`src/rtl/subleq_pkg.sv`:
```
// Shared constants for the SUBLEQ sequencer: state encoding, default width,
// and ALU mode encodings.
package subleq_pkg;

  localparam int DW_DEFAULT = 16;

  localparam logic ALU_MODE_SUB = 1'b1;  // B - A
  localparam logic ALU_MODE_INC = 1'b0;  // A + 1

  typedef enum logic [3:0] {
    S_IDLE     = 4'd0,
    S_FETCH_A  = 4'd1,
    S_FETCH_B  = 4'd2,
    S_FETCH_C  = 4'd3,
    S_READ_A   = 4'd4,
    S_READ_B   = 4'd5,
    S_ALU_LD   = 4'd6,
    S_ALU_LDB  = 4'd7,
    S_ALU_WAIT = 4'd8,
    S_WRITE    = 4'd9,
    S_BRANCH   = 4'd10,
    S_HALT     = 4'd11
  } state_e;

endpackage

```
`src/rtl/subleq_mem_port.sv`:
```
// Memory req/ack holder. The FSM registers the address/data/we and a one-cycle
// start strobe on the state-entry edge, so the request is visible in the entry
// cycle; this block keeps it up until ack and returns a registered done pulse
// one cycle after the ack, which also yields the mandatory idle gap.
module subleq_mem_port import subleq_pkg::*; #(
  parameter int DATAWIDTH = DW_DEFAULT
) (
  input  logic                 clk,
  input  logic                 rst,
  input  logic                 start_i,
  input  logic                 we_i,
  input  logic [DATAWIDTH-1:0] addr_i,
  input  logic [DATAWIDTH-1:0] wdata_i,
  input  logic [DATAWIDTH-1:0] mem_rdata_i,
  input  logic                 mem_ack_i,
  output logic                 mem_req_o,
  output logic                 mem_we_o,
  output logic [DATAWIDTH-1:0] mem_addr_o,
  output logic [DATAWIDTH-1:0] mem_wdata_o,
  output logic                 done_o,
  output logic [DATAWIDTH-1:0] rdata_o
);

  logic                 pend_q;
  logic                 done_q;
  logic [DATAWIDTH-1:0] rdata_q;

  assign mem_req_o   = start_i | pend_q;
  assign mem_we_o    = we_i;
  assign mem_addr_o  = addr_i;
  assign mem_wdata_o = wdata_i;
  assign done_o      = done_q;
  assign rdata_o     = rdata_q;

  // Hold the request until ack; capture read data and pulse done afterwards.
  always_ff @(posedge clk) begin
    if (rst) begin
      pend_q  <= 1'b0;
      done_q  <= 1'b0;
      rdata_q <= '0;
    end else begin
      pend_q <= mem_req_o & ~mem_ack_i;
      done_q <= mem_req_o & mem_ack_i;
      if (mem_req_o && mem_ack_i) rdata_q <= mem_rdata_i;
    end
  end

endmodule

```
`src/rtl/subleq_sequencer.sv`:
```
// SUBLEQ control FSM: fetch A/B/C, read mem[A]/mem[B], load the ALU, wait for
// B-A, write it back to mem[B] and branch on the registered LEZ flag.
module subleq_sequencer import subleq_pkg::*; #(
  parameter int                   DATAWIDTH = DW_DEFAULT,
  parameter logic [DATAWIDTH-1:0] HALT_ADDR = {DATAWIDTH{1'b1}},
  parameter logic [DATAWIDTH-1:0] RESET_PC  = '0
) (
  input  logic                 clk,
  input  logic                 rst,
  input  logic                 run,
  output logic                 mem_req,
  output logic                 mem_we,
  output logic [DATAWIDTH-1:0] mem_addr,
  output logic [DATAWIDTH-1:0] mem_wdata,
  input  logic [DATAWIDTH-1:0] mem_rdata,
  input  logic                 mem_ack,
  output logic                 alu_ld_a,
  output logic                 alu_ld_b,
  output logic                 alu_mode,
  output logic [DATAWIDTH-1:0] alu_src,
  input  logic [DATAWIDTH-1:0] alu_result,
  input  logic                 alu_done,
  input  logic                 alu_lez,
  output logic [DATAWIDTH-1:0] pc,
  output logic                 halted,
  output logic                 busy
);

  state_e               state_q;
  logic [DATAWIDTH-1:0] pc_q, opa_q, opb_q, opc_q, vala_q, valb_q;
  logic [DATAWIDTH-1:0] src_q, maddr_q, mwdata_q;
  logic                 mstart_q, mwe_q, ld_a_q, ld_b_q, lez_q, wait_q;
  logic                 halted_q, busy_q;
  logic                 mdone;
  logic [DATAWIDTH-1:0] mrdata;
  logic [DATAWIDTH-1:0] pc_br;

  // Target of the branch cycle; the +3 wraps naturally at DATAWIDTH bits.
  assign pc_br = lez_q ? opc_q : pc_q + DATAWIDTH'(3);

  assign alu_ld_a = ld_a_q;
  assign alu_ld_b = ld_b_q;
  assign alu_mode = ALU_MODE_SUB;
  assign alu_src  = src_q;
  assign pc       = pc_q;
  assign halted   = halted_q;
  assign busy     = busy_q;

  subleq_mem_port #(.DATAWIDTH(DATAWIDTH)) u_mem (
    .clk         (clk),
    .rst         (rst),
    .start_i     (mstart_q),
    .we_i        (mwe_q),
    .addr_i      (maddr_q),
    .wdata_i     (mwdata_q),
    .mem_rdata_i (mem_rdata),
    .mem_ack_i   (mem_ack),
    .mem_req_o   (mem_req),
    .mem_we_o    (mem_we),
    .mem_addr_o  (mem_addr),
    .mem_wdata_o (mem_wdata),
    .done_o      (mdone),
    .rdata_o     (mrdata)
  );

  // Instruction sequencer; every memory state is entered together with a
  // start strobe so the request appears in the entry cycle.
  always_ff @(posedge clk) begin
    if (rst) begin
      state_q  <= S_IDLE;
      pc_q     <= RESET_PC;
      opa_q    <= '0;
      opb_q    <= '0;
      opc_q    <= '0;
      vala_q   <= '0;
      valb_q   <= '0;
      src_q    <= '0;
      maddr_q  <= '0;
      mwdata_q <= '0;
      mstart_q <= 1'b0;
      mwe_q    <= 1'b0;
      ld_a_q   <= 1'b0;
      ld_b_q   <= 1'b0;
      lez_q    <= 1'b0;
      wait_q   <= 1'b0;
      halted_q <= 1'b0;
      busy_q   <= 1'b0;
    end else begin
      mstart_q <= 1'b0;
      ld_a_q   <= 1'b0;
      ld_b_q   <= 1'b0;
      case (state_q)
        S_IDLE: if (run) begin
          state_q  <= S_FETCH_A;
          busy_q   <= 1'b1;
          mstart_q <= 1'b1;
          mwe_q    <= 1'b0;
          maddr_q  <= pc_q;
        end
        S_FETCH_A: if (mdone) begin
          opa_q    <= mrdata;
          state_q  <= S_FETCH_B;
          mstart_q <= 1'b1;
          maddr_q  <= pc_q + DATAWIDTH'(1);
        end
        S_FETCH_B: if (mdone) begin
          opb_q    <= mrdata;
          state_q  <= S_FETCH_C;
          mstart_q <= 1'b1;
          maddr_q  <= pc_q + DATAWIDTH'(2);
        end
        S_FETCH_C: if (mdone) begin
          opc_q    <= mrdata;
          state_q  <= S_READ_A;
          mstart_q <= 1'b1;
          maddr_q  <= opa_q;
        end
        S_READ_A: if (mdone) begin
          vala_q   <= mrdata;
          state_q  <= S_READ_B;
          mstart_q <= 1'b1;
          maddr_q  <= opb_q;
        end
        S_READ_B: if (mdone) begin
          valb_q  <= mrdata;
          state_q <= S_ALU_LD;
          ld_a_q  <= 1'b1;
          src_q   <= vala_q;
        end
        S_ALU_LD: begin
          state_q <= S_ALU_LDB;
          ld_b_q  <= 1'b1;
          src_q   <= valb_q;
        end
        S_ALU_LDB: begin
          state_q <= S_ALU_WAIT;
          wait_q  <= 1'b0;
        end
        // done may still be stale in the first wait cycle; trust it from the second.
        S_ALU_WAIT: begin
          if (!wait_q) begin
            wait_q <= 1'b1;
          end else if (alu_done) begin
            lez_q    <= alu_lez;
            mwdata_q <= alu_result;
            maddr_q  <= opb_q;
            mwe_q    <= 1'b1;
            mstart_q <= 1'b1;
            state_q  <= S_WRITE;
          end
        end
        S_WRITE: if (mdone) state_q <= S_BRANCH;
        S_BRANCH: begin
          if (lez_q && opc_q == HALT_ADDR) begin
            state_q  <= S_HALT;
            halted_q <= 1'b1;
            busy_q   <= 1'b0;
          end else begin
            pc_q <= pc_br;
            if (run) begin
              state_q  <= S_FETCH_A;
              mstart_q <= 1'b1;
              mwe_q    <= 1'b0;
              maddr_q  <= pc_br;
            end else begin
              state_q <= S_IDLE;
              busy_q  <= 1'b0;
            end
          end
        end
        S_HALT: state_q <= S_HALT;
        default: begin
          state_q <= S_IDLE;
          busy_q  <= 1'b0;
        end
      endcase
    end
  end

endmodule

```
`config.mk`:
```
export PLATFORM = sky130hd
export DESIGN_NAME = subleq_sequencer
export DESIGN_NICKNAME = d
export VERILOG_FILES = /design/src/rtl/subleq_pkg.sv /design/src/rtl/subleq_mem_port.sv /design/src/rtl/subleq_sequencer.sv
export SDC_FILE = /design/constraint.sdc
export NUM_CORES = 1
export LEC_CHECK = 0
export CORE_MARGIN = 5
export CORE_UTILIZATION = 31
export CTS_CLUSTER_DIAMETER = 60
export CTS_CLUSTER_SIZE = 28
export DETAILED_ROUTE_END_ITERATION = 10
export GPL_ROUTABILITY_DRIVEN = 0
export SYNTH_ARGS = -nofsm -noshare
export SYNTH_HDL_FRONTEND = slang
export SYNTH_SLANG_ARGS = --single-unit
```
`constraint.sdc`:
```
create_clock -name clk -period 2.75 [get_ports clk]
set_clock_uncertainty 0.15 [all_clocks]
set_input_delay 0.825 -clock clk [delete_from_list [all_inputs] [get_ports clk]]
set_output_delay 0.825 -clock clk [all_outputs]
set_load 0.01 [all_outputs]
```
======== Word-level counts from Yosys, hierarchy flattened ========
Index checks and enable logic that the tools add are counted.
cells by class
  add/sub/neg operators ................... 3
  eq/ne operators ......................... 24
  muxes and demuxes ....................... 42
  bitwise gates (word level) .............. 7
  reductions and logical operators ........ 23
operators by type and width
  cell                     number
  $mux W16                 11
  $pmux W16 S7             1
  $pmux W4 S12             1
  $mux W4                  10
  $add A16 B2 Y16 const B  2
  $pmux W16 S2             1
  $add A16 B1 Y16 const B  1
  $eq A16 B16 Y1 const B   1
  $eq A4 B3 Y1 const B     4
  $eq A4 B4 Y1 const B     4
  $reduce_and A2 Y1        8
  $mux W1                  14
  $ne A2 B1 Y1 const B     6
  $ne A2 B2 Y1 const B     5
  $reduce_and A10 Y1       1
  $reduce_or A10 Y1        1
  $reduce_and A9 Y1        1
  $eq A4 B2 Y1 const B     2
  $reduce_bool A7 Y1       1
  $pmux W1 S3              2
  $reduce_and A3 Y1        2
  $eq A4 B1 Y1 const B     1
  $logic_not A4 Y1         1
  $not A1 Y1               4
  11 further kinds         14
storage, ports and cells
  register bits after elaboration ......... 174
  input bits .............................. 38
  output and inout bits ................... 71

======== Longest topological paths before layout ========
  depth after elaboration ................. 5
  depth in mapped cells ................... 10
  gate-level depth less buffers ........... 8

======== Cells and area by module ========
A second synthesis with hierarchy kept.
unflattened totals
  cell total of the unflattened synthesis .. 1142
  area, all modules ....................... 8828.5 um^2
modules (own cells, without submodules)
  module            instances  cells each  area an instance (um^2)
  subleq_sequencer  1          1033        7790.0
  subleq_mem_port   1          109         1038.5

======== Least setup slack after synthesis ========
OpenSTA, ideal clock, no wires.
  path kind ............................... register to register
  start point ............................. register pc_q[1], in the netlist pc[1]
  end point ............................... register maddr_q[15]
  library setup time ...................... 96 ps
  arrival time ............................ 2410 ps
  required time ........................... 2504 ps
  path slack .............................. 94 ps
  cell stages (with the launch flop) ...... 11
  path buffers ............................ 2
  period minus slack after synthesis ...... 2656 ps
  cells stage by stage .................... dfxtp_1 -> clkbuf_1 -> inv_1 -> ha_1 -> a21oi_2 -> or4_1 -> buf_2 -> or3_1 -> a211oi_1 -> nor3_1 -> o41ai_2
between the ends
  word-level cells in the longest chain between the ends .. 5
RTL lines
  item                    line                     text
  start, declared         subleq_sequencer.sv:30   logic [DATAWIDTH-1:0] pc_q, opa_q, opb_q, opc_q, vala_q, valb_q;
  start signal, assigned  subleq_sequencer.sv:159  pc_q <= pc_br;
  $add A16 B2 Y16         subleq_sequencer.sv:39   assign pc_br = lez_q ? opc_q : pc_q + DATAWIDTH'(3);
  $mux W16                subleq_sequencer.sv:39
  $mux W16                subleq_sequencer.sv:160  if (run) begin
  $mux W16                subleq_sequencer.sv:154  if (lez_q && opc_q == HALT_ADDR) begin
  $pmux W16 S7 *          subleq_sequencer.sv:92   case (state_q)
  end signal, assigned    subleq_sequencer.sv:98   maddr_q <= pc_q;
  end signal, assigned    subleq_sequencer.sv:104  maddr_q <= pc_q + DATAWIDTH'(1);
  end signal, assigned    subleq_sequencer.sv:164  maddr_q <= pc_br;
  end, declared           subleq_sequencer.sv:31   logic [DATAWIDTH-1:0] src_q, maddr_q, mwdata_q;
Every way passes the cells marked *; elsewhere a longest branch is shown, timed or not. The select of a mux whose other input is x is not followed.
A chain may end at the register's enable or synchronous reset.

======== Worst setup path after layout ========
  start point ............................. register state_q[1]
  end point ............................... register maddr_q[8]
between the ends
  word-level cells in the longest chain between the ends .. 3
RTL lines
  item                                                        line                     text
  start, declared                                             subleq_sequencer.sv:29   state_e state_q;
  start signal, assigned                                      subleq_sequencer.sv:70   state_q <= S_IDLE;
  start signal, assigned                                      subleq_sequencer.sv:94   state_q <= S_FETCH_A;
  start signal, assigned                                      subleq_sequencer.sv:102  state_q <= S_FETCH_B;
  $eq A4 B4 Y1, or another cell as far along                  subleq_sequencer.sv:92
  $reduce_bool A7 Y1 (no line), or another cell as far along  --
  $reduce_and A10 Y1 (no line)                                --
  end signal, assigned                                        subleq_sequencer.sv:98
  end signal, assigned                                        subleq_sequencer.sv:104
  end signal, assigned                                        subleq_sequencer.sv:110  maddr_q <= pc_q + DATAWIDTH'(2);
Several ways; a longest one is shown, not always the timed one.

==> flow_summary_export.csv <==
group,metric,value,unit
cells_and_area,fin_area,10700,um2
route,first_pass_iters,5,
sta,period_minus_slack,2600,ps
placed_design,place_hpwl,19500,um
floorplanning,die_area,29800,um2
synthesis,synth_edf_count,0,
synthesis,syn_inst,1117,
synthesis,muxShareOfSynthArea,0.00778,
cts,insertion_delay,440,ps
setup_path,cp_top_family,"compound AO/OA/AOI/OAI gates",
setup_path,critical_path.startpoint_type,"flop",
route,first_iter_violations,778,
synthesis,synth_compound_area_frac,0.232,
floorplanning,start_util,0.315,
sta,hold_viol,0,
sta,finalSetupViolCount,0,
route,num_vias,8405,
synthesis,synth_xor_area_frac,0.0150,
cells_and_area,n_antenna_cell,0,
synthesis,synth_fa_ha_area_frac,0.00610,
route,drtAntennaViolNets,0,
floorplanning,io_pins,109,
global_route,grt_use_met1,0.243,
global_route,grt_busiest_layer,"met2",
setup_path,critical_path_class,"reg2reg",
global_route,grt_antenna_before_repair,0,
power_and_ir_drop,ir_drop,0.370,mV
synthesis,synth_top_family_by_area,"simple AND/OR/NAND/NOR gates",
placed_design,place_inst,1547,
synthesis,ys.warnings.count,0,
synthesis,synth_commonest_cells,"nand2_1 (327), dfxtp_1 (174), a21oi_1 (170), clkbuf_1 (77), nor2_1 (60)",
synthesis,synth-seq-cells,174,
route,drc,0,
placed_design,place_area,10000,um2
synthesis,ys_types,63,
sta,drv_slew,0,
sta,worst_pin_slew,1250,ps
cts,clock-sinks,174,
setup_path,max_stage_delay,540,ps
flow_run,drv_cap,0,
floorplanning,coreArea,26100,um2
synthesis,synth_area_leaders,"dfxtp_1 (42%), nand2_1 (15%), a21oi_1 (10%)",
global_route,grtUsageMet3,0.0330,
floorplanning,die_h,173,um
global_route,globalRouteTotalUtil,0.179,
global_route,grt_pass1_wl,44100,um
cells_and_area,fin_util,0.410,
floorplanning,die_w,173,um
synthesis,netlist.area_leader.share,0.425,
power_and_ir_drop,powerDensity,754,nW/um2
synthesis,synthFlopType,"dfxtp_1",
route,wirelength,27500,um
setup_path,cp-end-kind,"flop",
setup_path,cp_num_buf_inv,2,
cts,numCtsBuffers,17,
synthesis,yosysSeqAreaShare,0.425,
setup_path,required,2910,ps
placed_design,portBuffers,107,
cts,cts_root_buf,"clkbuf_16",
cells_and_area,area_delta_synth_final,30.2,%
cts,cts.path.max_buffers,2,
sta,grt_setup_unrepaired,"false",
power_and_ir_drop,p_leak,3.57,nW
cells_and_area,nets,1273,
cts,postCtsSetupBuffers,0,
sta,max_freq,384,MHz
setup_path,crit_chain,"buf_4 > or2_2 > o22ai_1 > o22ai_1 > o21ai_0 > a221oi_1 > buf_4 > o41ai_1",
floorplanning,rows,59,
synthesis,async_flop_share,0,
cells_and_area,final_cells,1579,
worst_hold_path,holdCritPathClass,"reg2reg",
route,via_per_inst,5.32,
synthesis,synth.most_common_cell,"nand2_1",
cells_and_area,fillCellCount,2674,
sta,fin_crit_sh,0.947,
setup_path,crit_arrival,2760,ps
cts,clkTransAtPathRegs,80,ps
cts,cts-htree-levels,4,
synthesis,netlist_area,8200,um2
sta,slew_headroom,0.159,
global_route,grt_max_degree,96,
synthesis,avgSynthCellArea,7.34,um2
setup_path,worst_path_max_delay_cell,"dfxtp_1",
outcome,status,"complete, no violations",
global_route,grt_overflow_total,0,
cts,cts_tree,"yes",
global_route,grt_pass1_vias,7919,
route,wl_per_cell,17.4,um
synthesis,syn-num-nets,1159,
synthesis,yosys.area.top_type,"dfxtp_1",
global_route,use_met2,0.288,
setup_path,crit_fanout,14,
synthesis,synthSimpleGateAreaFrac,0.264,
cells_and_area,drive_gt1_frac,0.110,
cell type report:
cell class                      count  area, um2  share of cell area
Clock buffer                       17        425              0.0398
Timing Repair Buffer              191       1770               0.165
Tap cell                          335        419              0.0393
Clock inverter                     15        234              0.0219
Sequential cell                   174       3480               0.326
Multi-Input combinational cell    840       4320               0.405
Inverter                            7       26.3             0.00246
per-stage QoR:
step           TNS, ps  power [mW]  hold slack (ps)  setup slack, ps
2_1_floorplan        0        4.22              286             94.2
3_3_place_gp     -1980        5.43              292             -193
3_5_place_dp     -2520        5.43              295             -276
4_1_cts              0        8.07              307             28.1
5_1_grt              0        8.42              318             15.6
6_report             0        8.05              305              146
logic make-up (layout without fill, tap and decap cells):
logic type,count (synthesis),in the layout
XOR/XNOR,14,14
buffers and inverters,103,230
AND/OR/NAND/NOR,500,500
AO/OA/AOI/OAI,315,315
flip-flops,174,174
multiplexers,6,6
adder cells (fa/ha/maj),4,4
other,1,1
timing repair:
| item | CTS | global route |
|---|---|---|
| hold buffers | 0 | 0 |
| resized for setup | 0 | 4 |
| endpoints found under the setup margin | 0 | 10 |
worst min-delay path, cell delays in order, from the launching register on:
cell	delay [ps]
dfxtp_1	310
nand2_1	50
a21oi_1	50
placed cells by master, fill, tap and decap left out, types with 4 or more instances in the layout:
cell               n
nand2_1          327
dfxtp_1          173
a21oi_1          170
clkdlybuf4s50_1  106
buf_4             79
nor2_1            60
o21ai_0           30
nor3_1            26
o22ai_1           23
nor2b_1           21
a311oi_1          19
clkbuf_16         17
nand3_1           12
a211oi_1          11
a22oi_1           10
xnor2_1           10
nand4_1            9
o211ai_1           8
inv_1              7
or2_2              6
nand2b_1           6
nand3b_1           6
o41ai_1            6
nor4_1             6
clkinv_8           6
a31oi_1            5
buf_12             5
xor2_1             4
ha_1               4
inv_12             4
per-layer routing:
metal | wire length [um] | up-vias
li1 | - | 4098
met1 | 12300 | 3959
met2 | 12800 | 301
met3 | 1720 | 47
met4 | 680 | 0
met5 | 0 | -
flip-flops by register name (all words and copies together), names as in the netlist, 4 cells and up:
register / flops
maddr_q: 16
u_mem.rdata_o: 16
opb_q: 16
vala_q: 16
opc_q: 16
valb_q: 16
mwdata_q: 16
opa_q: 16
pc: 16
state_q: 4
alu_src: 16
path summary, 6_finish.rpt:
check / from / endpoint / slack [ps] / cells after the start
setup / recovery: state_q[1]$_SDFFE_PP0P_ / maddr_q[8]$_SDFFE_PP0P_ / 150 / 8
hold / removal: mwdata_q[12]$_SDFFE_PP0P_ / mwdata_q[12]$_SDFFE_PP0P_ / 300 / 2
setup reg to reg: state_q[1]$_SDFFE_PP0P_ / maddr_q[8]$_SDFFE_PP0P_ / 150 / 8
hold reg to reg: mwdata_q[12]$_SDFFE_PP0P_ / mwdata_q[12]$_SDFFE_PP0P_ / 300 / 2
power by group:
part	internal, mW	total (mW)	switching (mW)
Sequential	2.68	2.88	0.199
Combinational	1.13	2.54	1.41
Clock	1.30	2.63	1.33
Note: power is estimated with default switching activity, not from simulation.
